<file path="src/rtl/keypad_time_entry_ctrl_if.sv">
// Keypad-to-time-register signal bundle. The master drives the key lines and controls.
// The slave (the entry controller) returns the time register and status.
interface keypad_time_entry_ctrl_if;
  logic [9:0]  keys;
  logic        lock;
  logic        clear;
  logic [15:0] time_bcd;
  logic [3:0]  digit;
  logic        digit_valid;
  logic [2:0]  digit_count;
  logic        time_valid;
  logic        key_held;

  modport master (
    output keys, lock, clear,
    input  time_bcd, digit, digit_valid, digit_count, time_valid, key_held
  );

  modport slave (
    input  keys, lock, clear,
    output time_bcd, digit, digit_valid, digit_count, time_valid, key_held
  );
endinterface

</file>
<file path="src/rtl/keypad_time_entry_ctrl.sv">
// Debounced 10-key cook-time entry. Each accepted press shifts one BCD digit into MM:SS.
// While lock is high, new presses are refused; a key already down is tracked until it is released.
module keypad_time_entry_ctrl #(
  parameter logic [15:0] DEBOUNCE_CYCLES = 16'd50000
) (
  input  logic clk,
  input  logic rst,
  keypad_time_entry_ctrl_if.slave bus
);

  localparam int            CW       = $clog2(int'(DEBOUNCE_CYCLES) + 1);
  localparam logic [CW-1:0] CNT_MAX  = CW'(DEBOUNCE_CYCLES);
  localparam logic [CW-1:0] CNT_ONE  = CW'(1);
  localparam bit            ONE_SHOT = (DEBOUNCE_CYCLES == 16'd1);

  typedef enum logic [1:0] {
    IDLE,
    DEBOUNCE,
    PRESSED,
    REL_DEBOUNCE
  } state_t;

  state_t        state_reg;
  logic [9:0]    sync1_reg;
  logic [9:0]    ks_reg;
  logic [CW-1:0] cnt_reg;
  logic [3:0]    cand_reg;
  logic          key_held_reg;
  logic [15:0]   time_bcd_reg;
  logic [3:0]    digit_reg;
  logic          digit_valid_reg;
  logic [2:0]    digit_count_reg;

  logic [3:0]    code;
  logic          any;
  logic [CW-1:0] cnt_inc;
  logic          accept;
  logic [3:0]    acc_digit;

  always_ff @(posedge clk or posedge rst) begin
    if (rst) begin
      sync1_reg <= '0;
      ks_reg    <= '0;
    end else begin
      sync1_reg <= bus.keys;
      ks_reg    <= sync1_reg;
    end
  end

  // Ascending scan so the highest pressed index is the one left in code.
  always_comb begin
    code = 4'd0;
    for (int i = 0; i < 10; i++) begin
      if (ks_reg[i]) code = 4'(i);
    end
  end

  assign any     = |ks_reg;
  assign cnt_inc = cnt_reg + CNT_ONE;

  // With a one-sample debounce the press is accepted straight out of IDLE.
  always_comb begin
    accept    = 1'b0;
    acc_digit = cand_reg;
    if (state_reg == IDLE) begin
      acc_digit = code;
      accept    = ONE_SHOT && any && !bus.lock;
    end else if (state_reg == DEBOUNCE) begin
      accept = any && !bus.lock && (code == cand_reg) && (cnt_inc == CNT_MAX);
    end
  end

  always_ff @(posedge clk or posedge rst) begin
    if (rst) begin
      state_reg    <= IDLE;
      cnt_reg      <= '0;
      cand_reg     <= 4'd0;
      key_held_reg <= 1'b0;
    end else begin
      case (state_reg)
        IDLE: begin
          if (any && !bus.lock) begin
            cand_reg <= code;
            cnt_reg  <= CNT_ONE;
            if (ONE_SHOT) begin
              state_reg    <= PRESSED;
              key_held_reg <= 1'b1;
            end else begin
              state_reg <= DEBOUNCE;
            end
          end
        end
        DEBOUNCE: begin
          if (!any || bus.lock || (code != cand_reg)) begin
            state_reg <= IDLE;
            cnt_reg   <= '0;
          end else begin
            cnt_reg <= cnt_inc;
            if (cnt_inc == CNT_MAX) begin
              state_reg    <= PRESSED;
              key_held_reg <= 1'b1;
            end
          end
        end
        PRESSED: begin
          if (!any) begin
            cnt_reg <= CNT_ONE;
            if (ONE_SHOT) begin
              state_reg    <= IDLE;
              key_held_reg <= 1'b0;
            end else begin
              state_reg <= REL_DEBOUNCE;
            end
          end
        end
        REL_DEBOUNCE: begin
          if (any) begin
            state_reg <= PRESSED;
          end else begin
            cnt_reg <= cnt_inc;
            if (cnt_inc == CNT_MAX) begin
              state_reg    <= IDLE;
              key_held_reg <= 1'b0;
            end
          end
        end
        default: begin
          state_reg    <= IDLE;
          key_held_reg <= 1'b0;
        end
      endcase
    end
  end

  // Clear wins over a coincident accept: the digit is dropped and no pulse is issued.
  always_ff @(posedge clk or posedge rst) begin
    if (rst) begin
      time_bcd_reg    <= 16'h0000;
      digit_reg       <= 4'h0;
      digit_valid_reg <= 1'b0;
      digit_count_reg <= 3'd0;
    end else if (bus.clear) begin
      time_bcd_reg    <= 16'h0000;
      digit_count_reg <= 3'd0;
      digit_valid_reg <= 1'b0;
    end else if (accept) begin
      time_bcd_reg    <= {time_bcd_reg[11:0], acc_digit};
      digit_reg       <= acc_digit;
      digit_valid_reg <= 1'b1;
      if (digit_count_reg != 3'd4) digit_count_reg <= digit_count_reg + 3'd1;
    end else begin
      digit_valid_reg <= 1'b0;
    end
  end

  assign bus.time_bcd    = time_bcd_reg;
  assign bus.digit       = digit_reg;
  assign bus.digit_valid = digit_valid_reg;
  assign bus.digit_count = digit_count_reg;
  assign bus.key_held    = key_held_reg;
  assign bus.time_valid  = (time_bcd_reg[7:4] <= 4'd5);

endmodule

</file>
<file path="src/flat_wrapper.sv">
// flat-port wrapper written by rule: the top's interface ports become plain ports
module keypad_time_entry_ctrl_flat 
#(
  parameter logic [15:0] DEBOUNCE_CYCLES = 16'd50000
)
  (clk, rst, bus_keys, bus_lock, bus_clear, bus_time_bcd, bus_digit, bus_digit_valid, bus_digit_count, bus_time_valid, bus_key_held);
  keypad_time_entry_ctrl_if bus_i ();
  input  logic clk;
  input  logic rst;
  input wire logic [$bits(bus_i.keys)-1:0] bus_keys;
  input wire logic [$bits(bus_i.lock)-1:0] bus_lock;
  input wire logic [$bits(bus_i.clear)-1:0] bus_clear;
  output wire logic [$bits(bus_i.time_bcd)-1:0] bus_time_bcd;
  output wire logic [$bits(bus_i.digit)-1:0] bus_digit;
  output wire logic [$bits(bus_i.digit_valid)-1:0] bus_digit_valid;
  output wire logic [$bits(bus_i.digit_count)-1:0] bus_digit_count;
  output wire logic [$bits(bus_i.time_valid)-1:0] bus_time_valid;
  output wire logic [$bits(bus_i.key_held)-1:0] bus_key_held;
  assign bus_i.keys = bus_keys;
  assign bus_i.lock = bus_lock;
  assign bus_i.clear = bus_clear;
  assign bus_time_bcd = bus_i.time_bcd;
  assign bus_digit = bus_i.digit;
  assign bus_digit_valid = bus_i.digit_valid;
  assign bus_digit_count = bus_i.digit_count;
  assign bus_time_valid = bus_i.time_valid;
  assign bus_key_held = bus_i.key_held;
  keypad_time_entry_ctrl #(.DEBOUNCE_CYCLES(DEBOUNCE_CYCLES)) u_core (.clk(clk), .rst(rst), .bus(bus_i));
endmodule
</file>
<file path="config.mk">
export PLATFORM = sky130hd
export DESIGN_NAME = keypad_time_entry_ctrl_flat
export DESIGN_NICKNAME = d
export VERILOG_FILES = /design/src/rtl/keypad_time_entry_ctrl_if.sv /design/src/rtl/keypad_time_entry_ctrl.sv /design/src/flat_wrapper.sv
export SDC_FILE = /design/constraint.sdc
export NUM_CORES = 1
export LEC_CHECK = 0
export CORE_UTILIZATION = 60
export CTS_CLUSTER_SIZE = 24
export DETAILED_ROUTE_END_ITERATION = 10
export GPL_TIMING_DRIVEN = 0
export MAX_ROUTING_LAYER = met4
export PLACE_DENSITY = 0.91
export SLEW_MARGIN = 10
export SYNTH_ARGS = -nofsm -noshare
export SYNTH_HDL_FRONTEND = slang
export SYNTH_SLANG_ARGS = --single-unit
</file>
<file path="constraint.sdc">
create_clock -name clk -period 7.3 [get_ports clk]
set_input_delay 0.73 -clock clk [delete_from_list [all_inputs] [get_ports clk]]
set_output_delay 0.73 -clock clk [all_outputs]
set_load 0.005 [all_outputs]
</file>
# == Word level (Yosys, flattened, before mapping) ==
# Cells that the tools add are included.
# op_classes
n_addsub,2
n_lt_le_gt_ge,1
eq_ne,15
muxes,36
n_bitwise,1
n_reduce_logical,18
# ops
op,count
two-way mux 16 bit,6
one-hot mux 16 bit (4 select lines),1
two-way mux 3 bit,7
adder 16 x 1 -> 16 bit (second input constant),1
== test 16 bit (second input constant),1
two-way mux 2 bit,8
two-way mux 4 bit,3
inequality test 2 bit (second input constant),5
OR reduction 10 bit,1
two-way mux 1 bit,9
one-hot mux 2 bit (4 select lines),1
inequality test 3 bit (second input constant),2
AND reduction 2 bit,3
nonzero test 2 bit,3
AND reduction 5 bit,1
== test 2 bit (second input constant),2
== test 4 bit,1
<= comparator 4 x 3 -> 1 bit (second input constant),1
inequality test 4 bit,1
AND reduction 4 bit,1
adder 3 x 1 -> 3 bit (second input constant),1
logical AND 1 bit,3
inequality test 3 x 1 -> 1 bit (second input constant),1
AND reduction 3 bit,1
other kinds (7),9
# totals
regBits,67
word_cells,83

# == Depth between registers and ports, before layout ==
# Gate-level depths: netlist of the first run.
# logic_depth
depth_word,16
ltp_mapped,10
depth_no_buf,8

# == Least setup slack after synthesis of the first run ==
# OpenSTA, ideal clock, no wires.
# synth_timing
path_type,register to register
start,register u_core.cnt_reg[0]
end,"register u_core.time_bcd_reg[0], in the netlist u_core.bus.time_bcd[0]"
t_arrival_ns,2.434
required_time_ns,7.164
setup_slack_ns,4.730
path_stages_with_launch,10
path_buffers,2
synth_period_minus_slack_ns,2.570
path_cell_list,dfrtp_1 > nand3_4 > or4b_1 > a221oi_2 > nand3_2 > or4_1 > buf_4 > buf_6 > o21ai_1 > a21oi_1
# synth_between
elab_chain_cells,6
# synth_rtl
item,line,source
start: declaration,keypad_time_entry_ctrl.sv:26,logic [CW-1:0] cnt_reg;
start signal: assignment,keypad_time_entry_ctrl.sv:98,cnt_reg <= cnt_inc;
start signal: assignment,keypad_time_entry_ctrl.sv:120,cnt_reg <= cnt_inc;
adder 16 x 1 -> 16 bit,keypad_time_entry_ctrl.sv:59,assign cnt_inc = cnt_reg + CNT_ONE;
== test 16 bit,keypad_time_entry_ctrl.sv:69,accept = any && !bus.lock && (code == cand_reg) && (cnt_inc == CNT_MAX);
logical AND 1 bit,keypad_time_entry_ctrl.sv:69,
two-way mux 1 bit,keypad_time_entry_ctrl.sv:68,end else if (state_reg == DEBOUNCE) begin
two-way mux 1 bit,keypad_time_entry_ctrl.sv:65,if (state_reg == IDLE) begin
nonzero test 2 bit (no source line),n/a,
end signal: assignment,keypad_time_entry_ctrl.sv:147,"time_bcd_reg <= {time_bcd_reg[11:0], acc_digit};"
end: declaration,keypad_time_entry_ctrl.sv:29,logic [15:0] time_bcd_reg;
# Every way passes these cells.
# A chain may end at the register's enable or synchronous reset.

# == Worst setup path after layout of the first run ==
# layout_timing
start,input port bus_lock
end,register u_core.cnt_reg[3]
# layout_between
elab_chain_cells,4
word_cells_on_any_way,8
cone_classes,eq/ne (1); mux (2); reduce/logical (5)
# layout_rtl
item,line,source
start: declaration,flat_wrapper.sv:11,input wire logic [$bits(bus_i.lock)-1:0] bus_lock;
logical OR 1 bit / zero test 1 bit (equally long branches),"keypad_time_entry_ctrl.sv:94, keypad_time_entry_ctrl.sv:82",
logical OR 1 bit / logical AND 1 bit (equally long branches),"keypad_time_entry_ctrl.sv:94, keypad_time_entry_ctrl.sv:82",
two-way mux 16 bit / inequality test 2 bit (equally long branches),n/a,
one-hot mux 16 bit (4 select lines) / AND reduction 3 bit (equally long branches),n/a,
# Parallel ways exist; a longest one is shown, timed or not.

==> key figures, run 1 <==
Floorplan
  – Starting Density: 0.628
  – Site Rows: 26
  – Core area: 5170 µm²
  – Die W: roughly 76 µm
  – Die Area: about 5700 µm²
  – Chip Height: between 70 and 80 µm
  – IO Count: 40

Worst setup path
  – Crit path capture type: flop
  – Reg2reg end: u_core.bus.time_bcd[3]
  – Worst-path maximum fanout: 10
  – Setup crit start kind: input port
  – Critical Path Max Stage Delay: 500 ps
  – Worst path depth: 9
  – Crit-path cells: clkdlybuf4s50_1 > nor4b_1 > a32oi_1 > o211ai_1 > o211ai_1 > nor2_1 > o21ai_0 > clkbuf_1 > o21ai_0
  – CP max-delay cell: clkdlybuf4s50_1
  – Critical Path AT: 3480 ps
  – Bufs and invs on worst path: 2
  – Worst R2R Path Depth: 10
  – Cell family with most CP delay: compound AO/OA/AOI/OAI gates
  – Worst EP required: around 7600 ps
  – Critical R2R Launch: u_core.cnt_reg[3]
  – R2r setup slk: around 4300 ps
  – Crit path kind: in2reg

Finish
  – Fin cells: 455
  – Commonest cells after routing, fill and taps aside: dfrtp_1 (67), clkdlybuf4s50_1 (39), nand2_1 (28)
  – Seq. cell area: 1680 µm²
  – Commonest non-fill, non-tap cell in the layout: dfrtp_1
  – Multi-input gate area: about 1400 µm²
  – Fin nets: between 300 and 400
  – Syn-to-layout area delta: 22.7%
  – Filler Cell Count: between 300 and 400
  – Layout cells sized above 1: 0.101
  – Final Util: 0.770
  – Ant. Diodes: 0

STA
  – Worst-margin pin slew: approximately 920 ps
  – Worst clock skew: around 14 ps
  – Max-slew violations: 0
  – Final period demand of the worst path: approximately 3200 ps
  – Endpoints failing hold: 0
  – Fmax achieved: 310 MHz
  – Final period util: 0.441
  – Setup violators final: 0
  – Unrepaired setup endpoints after global routing: false
  – Setup_tns: 0 ps
  – Normalized max-slew margin: 0.382

Hold path
  – Worst Hold Class: reg2reg
  – Hold Crit Endpoint: u_core.ks_reg[4]
  – Hold path cells: 0
  – Hold Startpoint: u_core.sync1_reg[4]

Route
  – DRT antenna net count: 0
  – DR iter-0 viols: 242
  – DR vias: around 2700
  – Total Wirelength: 6900 µm
  – Pre-antenna DRT Iters: 4
  – Wirelength per Cell: roughly 15 µm
  – Vias per cell: roughly 6
  – Residual DRC: 0

CTS
  – Clock-pin slew on the worst setup and hold paths: 70 ps
  – CTS tree: yes
  – CTS Buffer Depth: 2
  – # Post-CTS Setup Buffers: 0
  – Clk Latency, worst-skew pair: approximately 350 ps
  – Hold-fix buffers, CTS: 0
  – CTS H-Tree Depth: 3
  – Clock Tree Root: clkbuf_8
  – # resized after CTS: 0
  – Number of buffers created by CTS: 9
  – # clock sinks: 67

Global routing
  – Initial antenna violation count: 0
  – GR Util All Layers: 0.272
  – Number of global-route vias before repair: between 2000 and 3000
  – Largest net degree at the start of global routing: 68
  – Gr ovfl total: 0
  – Global-route wire length before repair: ~11000 µm

Place
  – Placer Congestion: roughly 0.91
  – Placed wire-length estimate: between 4000 and 5000 µm
  – IO buf count: 39
  – Placed cells: between 400 and 500

Yosys
  – Synth Register Bits: between 60 and 70
  – Cell variety after synth: 54
  – Gate Count Post-Synth: 330
  – Seq/Total Area, Yosys: 0.516
  – Netlist Area Pre-Place: about 3200 µm²
  – Post-Synth Adder-Cell Area: 0.0116
  – Dominant cells by area after synthesis: dfrtp_1 (52%), nand3_1 (3.4%), a21oi_1 (3.2%)
  – Synth warnings: 0
  – Avg Inst Size Synth: 9.84 µm²
  – Simple-gate area share of the yosys netlist: 0.219
  – Post-synthesis mux area share: 0.0231
  – Yosys top cell by area: dfrtp_1
  – Share of the synthesized area in the top cell type: 0.516
  – Largest family of logic cells by synthesized area: simple AND/OR/NAND/NOR gates
  – Compound-Gate Fraction of Synth Area: 0.153
  – Net Count, Synth: 347
  – Post-Synth XOR/XNOR Area: 0.0351

Outcome
  – Outcome: finished clean

Power and ir drop
  – Leakage power total: approximately 1.6 nW
  – Max VDD drop: roughly 160 µV
  – PD cells: a little over 200 nW/µm²

Run
  – Max_cap viols: 0
-- per-layer routing --
layer / up-vias / GRT usage / wire length (µm)
li1: 1297 / - / -
met1: 1349 / 0.311 / 2930
met2: 81 / 0.460 / 3530
met3: 18 / 0.0648 / 262
met4: 0 / 0.115 / 186
met5: - / - / 0
-- power breakdown --
part	total (mW)	internal (mW)	switching, mW
clock network	0.399	0.261	0.138
logic	0.0268	0.0112	0.0156
registers	0.383	0.378	0.00532
total	0.809	0.651	0.159
-- synth_stat cells (all sizes together) --
library cell and count:
dfrtp 67, o21ai 34, nand2 28, nand3 24
a21oi 21, nor2 15, inv 13, clkbuf 12
nor3 12, xnor2 10, a31oi 8, and3 6
buf 6, nand4 6, nand2b 5, nor2b 5
nor4 5, o22ai 5, mux2 4, or2 4
ha 3, mux2i 3, nand4b 3, xor2 3
a32oi 2, and2 2, and4 2, nand3b 2
nor4b 2, o211ai 2, o31ai 2, or4 2
a211oi 1, a21o 1, a221oi 1, a22o 1
a2bb2oi 1, a31o 1, a41o 1, nor3b 1
o21bai 1, o22a 1, or3 1, or4b 1
-- stage by stage --
| stage | instance area (µm²) | power [mW] | worst slack, ps | hold WS [ps] |
|---|---|---|---|---|
| after detailed placement | 3730 | 0.418 | 3760 | 335 |
| after floorplan | 3250 | 0.404 | 4730 | 331 |
| after global placement | 3720 | 0.416 | 3840 | 332 |
| after CTS | 3980 | 0.813 | 4130 | 351 |
| after global routing | 3980 | 0.833 | 3770 | 357 |
| final | 3980 | 0.809 | 4080 | 349 |
-- worst register-to-register path: stages (launching register included) --
cell and delay (ps):
dfrtp_1 320, buf_2 170, nand4_1 300, nor4b_1 520
xnor2_1 250, nand3_2 170, or4_1 550, buf_4 190
buf_6 150, o21ai_1 130, a21oi_1 80
-- worst max path at each step --
stage	from	endpoint
after floorplan	u_core.cnt_reg[0]	u_core.bus.time_bcd[0]
after global placement	rst	u_core.bus.time_bcd[10]
after detailed placement	bus_lock	u_core.cnt_reg[3]
after CTS	bus_lock	u_core.cnt_reg[3]
after global routing	bus_lock	u_core.cnt_reg[3]
final	bus_lock	u_core.cnt_reg[3]
-- area by class of cell --
type                       instances  area share
inverter                          13      0.0129
clock buffer                      11      0.0330
multi-input combinational        232       0.361
timing repair buffer              39      0.0980
clock inverter                     5      0.0314
tap                               70      0.0220
buffer                            18      0.0214
sequential                        67       0.421
-- cell families after synthesis --
| kind of cell | after synthesis |
|---|---|
| and+or+nand+nor | 126 |
| DFF | 67 |
| buffers and inverters | 31 |
| xor gates and xnor gates | 13 |
| muxes | 7 |
| adders and majority gates | 3 |
| AOI/OAI and AO/OA | 83 |
Note: power is estimated with default switching activity, not from simulation.
==> inputs of run 2 (changes only) <==
--- a/config.mk
+++ b/config.mk
@@ -5,12 +5,12 @@
 export SDC_FILE = /design/constraint.sdc
 export NUM_CORES = 1
 export LEC_CHECK = 0
-export CORE_UTILIZATION = 60
+export CORE_UTILIZATION = 55
 export CTS_CLUSTER_SIZE = 24
 export DETAILED_ROUTE_END_ITERATION = 10
 export GPL_TIMING_DRIVEN = 0
 export MAX_ROUTING_LAYER = met4
-export PLACE_DENSITY = 0.91
+export PLACE_DENSITY = 0.85
 export SLEW_MARGIN = 10
 export SYNTH_ARGS = -nofsm -noshare
 export SYNTH_HDL_FRONTEND = slang
==> constraint.sdc (replaced) <==
create_clock -name clk -period 3.3 [get_ports clk]
set_input_delay 0.33 -clock clk [delete_from_list [all_inputs] [get_ports clk]]
set_output_delay 0.33 -clock clk [all_outputs]
set_load 0.005 [all_outputs]
==> key figures, run 2 (synthesis gave the netlist of run 1 again) <==
STA
  – Setup violators final: 0
  – Endpoints failing hold: 0
  – Setup_tns: 0 ps
  – Worst-margin pin slew: slightly below 1000 ps
  – Final period util: 0.911
  – Final period demand of the worst path: 3010 ps
  – Fmax achieved: ~330 MHz
  – Worst clock skew: approximately 8.8 ps
  – Max-slew violations: 0
  – Unrepaired setup endpoints after global routing: false
  – Normalized max-slew margin: 0.342

Power and ir drop
  – Power share of the clock group: 0.466
  – Sw Ratio: 0.219
  – Leakage power total: roughly 1.6 nW
  – Net switching power figure: ~0.37 mW
  – PD cells: about 430 nW/µm²
  – Seq pwr share: 0.498
  – Final Total Pwr: around 1.7 mW
  – Comb pwr share: 0.036
  – Internal power: between 1 and 1.5 mW
  – Max VDD drop: slightly above 400 µV

Run
  – Max_cap viols: 0

Route
  – Wirelength per Cell: about 16 µm
  – Pre-antenna DRT Iters: 5
  – DRT antenna net count: 0
  – DR iter-0 viols: just under 300
  – DR vias: 2770
  – Residual DRC: 0
  – Vias per cell: between 6 and 7
  – Total Wirelength: 7180 µm

Finish
  – Commonest cells after routing, fill and taps aside: dfrtp_1 (67), clkdlybuf4s50_1 (39), nand2_1 (28)
  – Layout cells sized above 1: 0.106
  – Commonest non-fill, non-tap cell in the layout: dfrtp_1
  – Post-layout instance area: roughly 4000 µm²
  – Syn-to-layout area delta: 22.2%
  – Ant. Diodes: 0
  – Fin nets: 397

CTS
  – CTS tree: yes
  – CTS Buffer Depth: 2
  – CTS H-Tree Depth: 3
  – # Post-CTS Setup Buffers: 0
  – # resized after CTS: 0
  – Hold-fix buffers, CTS: 0
  – Clock Tree Root: clkbuf_8
  – Clk Latency, worst-skew pair: 350 ps
  – Number of buffers created by CTS: 9
  – Clock-pin slew on the worst setup and hold paths: 70 ps
  – # clock sinks: 67

Worst setup path
  – Crit path kind: reg2reg
  – Critical Path AT: around 3200 ps
  – Worst-path maximum fanout: 9
  – Setup crit start kind: flop
  – Worst EP required: approximately 3500 ps
  – R2r setup slk: roughly 290 ps
  – Crit path capture type: flop

Floorplan
  – Site Rows: 27
  – Starting Density: 0.579
  – IO Count: 40
  – Chip Height: approximately 80 µm
  – Die W: around 79 µm
  – Die Area: approximately 6200 µm²
  – Core area: ~5600 µm²

Place
  – Placed wire-length estimate: 4820 µm
  – IO buf count: 39
  – Post-DP Area: 3730 µm²
  – Placer Congestion: about 0.93

Outcome
  – Outcome: finished clean

Hold path
  – Worst Hold Class: reg2reg

Global routing
  – Largest net degree at the start of global routing: 68
  – Global-route wire length before repair: approximately 12000 µm
  – Number of global-route vias before repair: about 2600
  – GR Util All Layers: 0.261
  – Gr ovfl total: 0
  – Initial antenna violation count: 0
[run 2: final timing paths]
check                                     from                        end  cells after the start
hold / removal             u_core.sync1_reg[4]           u_core.ks_reg[4]                      0
min in group asynchronous                  rst        u_core.sync1_reg[1]                      2
setup / recovery             u_core.cnt_reg[0]  u_core.bus.digit_count[0]                      8
hold reg to reg            u_core.sync1_reg[4]           u_core.ks_reg[4]                      0
max in group asynchronous                  rst  u_core.bus.digit_count[1]                      2
setup reg to reg             u_core.cnt_reg[0]  u_core.bus.digit_count[0]                      8
[run 2: through the flow]
step	hold WS (ps)	instances	util	worst slack [ps]
floorplan	331	330	-	730
global placement	332	441	0.665	199
detailed placement	335	441	0.665	228
CTS	351	457	0.707	310
global route	357	457	0.707	68.9
finish	351	457	0.707	292
[run 2: critical path, stage by stage (launching register included)]
cell,delay [ps]
dfrtp_1,490
nand3_4,180
or4b_1,520
a221oi_2,370
nand3_2,160
or4_1,520
buf_4,200
o31ai_1,320
a21oi_1,110
[run 2: metal layers]
layer,track usage,wire length (µm)
met5,-,0
met1,0.332,3240
met2,0.410,3420
met4,0.0964,150
met3,0.0621,366
[run 2: power by group through the flow]
stage                     Sequential [mW]  Clock, mW  Combinational [mW]
after detailed placement            0.863          0              0.0608
after CTS                           0.847      0.801              0.0618
after floorplan                     0.860          0              0.0345
after global placement              0.862          0              0.0587
after global routing                0.849      0.839              0.0683
final                               0.848      0.794              0.0610
[run 2: cell type report]
cell class	count	area (µm²)
repair buffers	39	390
well taps	72	90.1
plain buffers	18	85.1
fillers	444	1640
clock inverters	5	85.1
multi-input cells	232	1440
inverters	13	51.3
clock buffers	11	151
flip-flops and latches	67	1680
